--- config.mk ---
export PLATFORM = sky130hd
export DESIGN_NAME = ppu_vblank_nmi_flat
export DESIGN_NICKNAME = d
export VERILOG_FILES = /design/src/rtl/ppu_vblank_nmi_if.sv /design/src/rtl/ppu_vblank_nmi.sv /design/src/flat_wrapper.sv
export SDC_FILE = /design/constraint.sdc
export NUM_CORES = 1
export LEC_CHECK = 0
export BUFFER_PORTS_ARGS = -buffer_cell sky130_fd_sc_hd__buf_2
export CORE_MARGIN = 5
export CORE_UTILIZATION = 45
export DETAILED_ROUTE_END_ITERATION = 8
export PLACE_DENSITY = 0.78
export SETUP_SLACK_MARGIN = 0.1
export SKIP_LAST_GASP = 1
export SYNTH_ARGS = -nofsm -noshare
export SYNTH_HDL_FRONTEND = slang
export SYNTH_SLANG_ARGS = --single-unit
--- constraint.sdc ---
create_clock -name clk -period 1.6 [get_ports clk]
set_input_delay 0.32 -clock clk [delete_from_list [all_inputs] [get_ports clk]]
set_output_delay 0.32 -clock clk [all_outputs]
set_load 0.05 [all_outputs]
--- src/rtl/ppu_vblank_nmi_if.sv ---
// Bundle between the CPU register interface and the PPU frame timing block.
// Latency: none, plain wires grouped for port hygiene.
// Backpressure: none; dot_en and status_read are single-cycle strobes.
interface ppu_vblank_nmi_if;
  logic       dot_en;
  logic [7:0] ppuctrl_in;
  logic       rendering_en;
  logic       status_read;
  logic [8:0] dot;
  logic [8:0] scanline;
  logic       frame_odd;
  logic       vblank_flag;
  logic       nmi_n;

  // Register interface / timing source side.
  modport master (
    output dot_en, ppuctrl_in, rendering_en, status_read,
    input  dot, scanline, frame_odd, vblank_flag, nmi_n
  );

  // Frame timing block side.
  modport slave (
    input  dot_en, ppuctrl_in, rendering_en, status_read,
    output dot, scanline, frame_odd, vblank_flag, nmi_n
  );
endinterface

--- src/rtl/ppu_vblank_nmi.sv ---
// PPU dot/scanline counter with VBlank flag and active-low NMI generation.
// Latency: counters and flag update 1 clk after dot_en; nmi_n 1 clk after flag/ctrl.
// Backpressure: none; dot_en is a free-running tick and status_read is never stalled.
module ppu_vblank_nmi #(
  parameter int DOTS_PER_LINE   = 341,
  parameter int LINES_PER_FRAME = 262,
  parameter int VBLANK_LINE     = 241,
  parameter int PRERENDER_LINE  = 261
) (
  input  logic                 clk,
  input  logic                 rst_n,
  ppu_vblank_nmi_if.slave      bus
);

  localparam logic [8:0] LAST_DOT  = 9'(DOTS_PER_LINE - 1);
  localparam logic [8:0] SKIP_DOT  = 9'(DOTS_PER_LINE - 2);
  localparam logic [8:0] LAST_LINE = 9'(LINES_PER_FRAME - 1);
  localparam logic [8:0] VBL_LINE  = 9'(VBLANK_LINE);
  localparam logic [8:0] PRE_LINE  = 9'(PRERENDER_LINE);

  logic [8:0] dot_q;
  logic [8:0] line_q;
  logic       odd_q;
  logic       flag_q;
  logic       nmi_n_q;

  logic set_evt;
  logic clr_evt;
  logic odd_skip;
  logic unused_ctrl;

  // Flag edges happen on dot 1 of the VBlank-start and pre-render lines.
  assign set_evt  = bus.dot_en && (line_q == VBL_LINE) && (dot_q == 9'd1);
  assign clr_evt  = bus.dot_en && (line_q == PRE_LINE) && (dot_q == 9'd1);
  // Odd frames with rendering on drop the last pre-render dot; rendering_en
  // only matters on this exact tick.
  assign odd_skip = bus.dot_en && (line_q == PRE_LINE) && (dot_q == SKIP_DOT)
                    && odd_q && bus.rendering_en;

  // Only the NMI enable bit of PPUCTRL is meaningful here.
  assign unused_ctrl = ^bus.ppuctrl_in[6:0];

  // Dot/scanline/parity counters, advanced only on dot ticks.
  always_ff @(posedge clk) begin
    if (!rst_n) begin
      dot_q  <= 9'd0;
      line_q <= 9'd0;
      odd_q  <= 1'b0;
    end else if (bus.dot_en) begin
      if (odd_skip) begin
        dot_q  <= 9'd0;
        line_q <= 9'd0;
        odd_q  <= 1'b0;
      end else if (dot_q == LAST_DOT) begin
        dot_q <= 9'd0;
        if (line_q == LAST_LINE) begin
          line_q <= 9'd0;
          odd_q  <= ~odd_q;
        end else begin
          line_q <= line_q + 9'd1;
        end
      end else begin
        dot_q <= dot_q + 9'd1;
      end
    end
  end

  // VBlank flag: a status read wins over a coincident set, suppressing that frame's NMI.
  always_ff @(posedge clk) begin
    if (!rst_n) begin
      flag_q <= 1'b0;
    end else if (bus.status_read) begin
      flag_q <= 1'b0;
    end else if (set_evt) begin
      flag_q <= 1'b1;
    end else if (clr_evt) begin
      flag_q <= 1'b0;
    end
  end

  // NMI follows the registered flag gated by PPUCTRL[7], so toggling the enable re-edges it.
  always_ff @(posedge clk) begin
    if (!rst_n) begin
      nmi_n_q <= 1'b1;
    end else begin
      nmi_n_q <= ~(flag_q & bus.ppuctrl_in[7]);
    end
  end

  assign bus.dot         = dot_q;
  assign bus.scanline    = line_q;
  assign bus.frame_odd   = odd_q;
  assign bus.vblank_flag = flag_q;
  assign bus.nmi_n       = nmi_n_q;

endmodule

--- src/flat_wrapper.sv ---
// flat-port wrapper written by rule: the top's interface ports become plain ports
module ppu_vblank_nmi_flat 
#(
  parameter int DOTS_PER_LINE   = 341,
  parameter int LINES_PER_FRAME = 262,
  parameter int VBLANK_LINE     = 241,
  parameter int PRERENDER_LINE  = 261
)
  (clk, rst_n, bus_dot_en, bus_ppuctrl_in, bus_rendering_en, bus_status_read, bus_dot, bus_scanline, bus_frame_odd, bus_vblank_flag, bus_nmi_n);
  ppu_vblank_nmi_if bus_i ();
  input  logic clk;
  input  logic rst_n;
  input wire logic [$bits(bus_i.dot_en)-1:0] bus_dot_en;
  input wire logic [$bits(bus_i.ppuctrl_in)-1:0] bus_ppuctrl_in;
  input wire logic [$bits(bus_i.rendering_en)-1:0] bus_rendering_en;
  input wire logic [$bits(bus_i.status_read)-1:0] bus_status_read;
  output wire logic [$bits(bus_i.dot)-1:0] bus_dot;
  output wire logic [$bits(bus_i.scanline)-1:0] bus_scanline;
  output wire logic [$bits(bus_i.frame_odd)-1:0] bus_frame_odd;
  output wire logic [$bits(bus_i.vblank_flag)-1:0] bus_vblank_flag;
  output wire logic [$bits(bus_i.nmi_n)-1:0] bus_nmi_n;
  assign bus_i.dot_en = bus_dot_en;
  assign bus_i.ppuctrl_in = bus_ppuctrl_in;
  assign bus_i.rendering_en = bus_rendering_en;
  assign bus_i.status_read = bus_status_read;
  assign bus_dot = bus_i.dot;
  assign bus_scanline = bus_i.scanline;
  assign bus_frame_odd = bus_i.frame_odd;
  assign bus_vblank_flag = bus_i.vblank_flag;
  assign bus_nmi_n = bus_i.nmi_n;
  ppu_vblank_nmi #(.DOTS_PER_LINE(DOTS_PER_LINE), .LINES_PER_FRAME(LINES_PER_FRAME), .VBLANK_LINE(VBLANK_LINE), .PRERENDER_LINE(PRERENDER_LINE)) u_core (.clk(clk), .rst_n(rst_n), .bus(bus_i));
endmodule
==> summary.md <==
| Metric | Value |
|---|---|
| Hold Path Origin | `bus_status_read` |
| Worst Clk Skew | `approximately 2.3 ps` |
| Synth top area cells | `dfxtp_1 (36%), ha_1 (5.3%), nor2_1 (4.5%)` |
| Global Route Usage Sum | `between 15 and 20%` |
| Worst reg2reg startpoint | `u_core.bus.dot[0]` |
| Most frequent cells in the layout | `buf_2 (26), buf_4 (24), dfxtp_2 (13), nor2_1 (9), nand2_1 (9)` |
| IO Pins | `34` |
| Largest net degree at the start of global routing | `14` |
| Sink Count | `21` |
| Grt total ovfl | `0` |
| Max transition margin | `79.05%` |
| Status | `finished, violations left` |
| Crit-path max cell delay | `about 400 ps` |
| Num CTS Buffers | `3` |
| Mapped cell area | `1170 um^2` |
| Worst-Margin Slew | `314.3 ps` |
| Yosys cell types | `38` |
| HPWL after DPL | `approximately 2300 um` |
| Reg2Reg Depth | `6` |
| Filler cells | `between 150 and 200` |
| Flop and latch count out of synthesis | `21` |
| Hold WS | `roughly 180 ps` |
| Pre-CTS setup slack | `-8.944 ps` |
| Reg clk slew, reported paths | `between 100 and 150 ps` |
| Slowest CP cell | `dfxtp_4` |
| # setup viols final | `7` |
| Final GP Congestion | `approximately 0.8` |
| Antenna Violating Nets Remaining | `0` |
| Core Box Area | `between 2000 and 2500 um^2` |
| MaxCap Viol Count | `0` |
| Critical setup path kind | `flop to flop` |
| Wirelength per Cell | `approximately 17 um` |
| Seq/Total Area, Yosys | `35.94%` |
| Number of global-route vias before repair | `1,182` |
| Setup WS post-layout | `-89.71 ps` |
| Worst R2R End | `u_core.bus.scanline[4]` |
| RSZ-0062 raised after global routing | `true` |
| Chip width | `~61 um` |
| Post-layout minimum cycle time | `about 1700 ps` |
| WHS Endpoint | `u_core.bus.vblank_flag` |
| Area grow syn2layout | `47.59%` |
| Post-route cell area | `between 1500 and 2000 um^2` |
| Placed cell area | `~1500 um^2` |
| Clock H-tree levels | `1` |
| # DRC | `2` |
| CP endpoint kind | `flop` |
| Row count | `18` |
| Hold Path Cell Cnt | `2` |
| Vias post-DR | `roughly 1,200` |
| Clk Latency, worst-skew pair | `310 ps` |
| Clock Tree Buf Depth | `2` |
| Tightest Hold Check Type | `primary input to flop` |
| Die ar. | `3719 um^2` |
| Avg Vias per Cell | `5.723` |
| DRT Pass-1 Iters | `6` |
| Total power | `approximately 1.5 mW` |
| Worst path cell trace | `inv_2 > ha_4 > nand3b_1 > nor4_4 > nand3_2 > o32ai_1` |
| Hold Fails Final Rpt | `0` |
| Number of flops mapped to enable cells by yosys | `0` |
| Layout Cells excl Fill | `213` |
| Syn. warnings | `0` |
| Startpoint type of the worst setup path | `flop` |
| Critical Path Fanout Max | `4` |
| Share of layout cells above drive strength 1 | `between 50% and 60%` |
| Arrival @ worst endpoint | `1910 ps` |
| Number of port buffers | `26` |
| Asr flop ratio synth | `0%` |
| Worst vdd ir | `between 0.001 and 0.0015 V` |
| Power per standard cell area | `approximately 880 nW/um^2` |
| Routed WL | `between 3000 and 4000 um` |
| Max-slew violations | `0` |
| Avg Cell Area, Syn | `~9.0 um^2` |
| Worst path required time | `1820 ps` |
| Root buffer cell | `clkbuf_4` |
| Initial Util | `a little under half` |
| Post-synth net total | `approximately 150` |
| Util after Layout | `between 60% and 70%` |
| Cells after synthesis | `130` |
| Ys flop type | `dfxtp_1` |
| Initial antenna violation count | `0` |
| Failing checks | `design-rule violations, negative setup slack` |
| CTS tree | `done` |
| Iteration-0 DRC Markers | `41` |
| Commonest non-fill, non-tap cell in the layout | `buf_2` |
| Antenna diode count | `0` |
| R2r setup slk | `-90 ps` |
| Post-synth top area share | `between 30% and 40%` |
| # placed instances | `between 200 and 250` |
| Maximum clock rate | `just under 600 MHz` |
| Fin Setup TNS | `-372.8 ps` |
| # nets final | `just over 200` |
| Area leader, netlist | `dfxtp_1` |
| Final period utilization | `105.6%` |
| Total leakage power | `roughly 0.69 nW` |
| Die Ht | `just over 60 um` |
| First-pass GRT wire length | `between 5000 and 6000 um` |
-- worst max-delay path by stage --
stage / startpoint / to / slack [ps]
after floorplan: u_core.bus.scanline[0] / u_core.bus.scanline[0] / -10
after global placement: u_core.bus.scanline[4] / u_core.bus.scanline[0] / 1
after detailed placement: u_core.bus.scanline[4] / u_core.bus.scanline[0] / -9
after CTS: u_core.bus.scanline[1] / u_core.bus.scanline[0] / -10
after global routing: u_core.bus.dot[0] / u_core.bus.scanline[4] / -210
final: u_core.bus.dot[0] / u_core.bus.scanline[4] / -90
-- cells in the mapped netlist (2+ instances only) --
cell	instances
a211oi_1	4
a21oi_1	3
and2_1	2
and3_1	3
buf_6	2
dfxtp_1	21
ha_1	5
inv_1	8
mux2i_1	4
nand2_1	9
nand2b_1	2
nand3_1	7
nand3b_1	2
nand4_1	8
nor2_1	14
nor4_2	2
o2111ai_1	2
o21ai_1	2
o22ai_1	2
or3_1	2
or4_1	2
xnor2_1	5
xor2_1	4
-- where the power goes --
| part | total (mW) | switching [mW] | leakage (nW) | internal (mW) |
|---|---|---|---|---|
| sequential | 0.664 | 0.0855 | 0.180 | 0.579 |
| clock | 0.266 | 0.168 | 0.0150 | 0.0976 |
| combinational | 0.591 | 0.361 | 0.498 | 0.230 |
-- routing by layer --
| layer | wire (um) | track usage (%) |
|---|---|---|
| met5 | 0 | 0 |
| met1 | 1354 | 21.82 |
| met4 | 99 | 8.050 |
| met3 | 220 | 3.404 |
| met2 | 1906 | 32.82 |
-- layout make-up --
cell class	instances	area [um^2]	area share (%)
Tap cell	30	37.54	2.174
Timing Repair Buffer	53	344.1	19.93
Sequential cell	21	455.4	26.38
Inverter	8	32.53	1.884
Clock buffer	4	26.28	1.522
Multi-Input combinational cell	97	830.8	48.12
-- cells by family after synthesis --
kind of cell / share of synthesized area [%]
flops: 35.94
compound gates: 11.77
fa+ha+maj: 5.348
buf+inv: 5.454
mux: 3.423
simple gates: 31.34
xor+xnor: 6.737
-- critical path: cells and delay by family, from the launching register on --
family                   cells  cell delay [ps]
flip-flops                   1              400
adder cells (fa/ha/maj)      1              120
AND/OR/NAND/NOR              3              710
buffers and inverters        1               70
AO/OA/AOI/OAI                1              290
-- repair_timing --
item | in CTS | in global routing
setup buffers | 1 | 7
setup endpoints to repair | 19 | 20
cloned | 0 | 0
pin swaps | 14 | 10
gates resized for setup | 15 | 16
hold buffers | 0 | 0
-- registers in the layout, summed over array words and instances, names as in the netlist --
signal and count:
u_core.bus.nmi_n 1, u_core.bus.scanline 9, u_core.bus.vblank_flag 1, u_core.bus.dot 9, u_core.bus.frame_odd 1
Power figures use the tool's default switching activity.
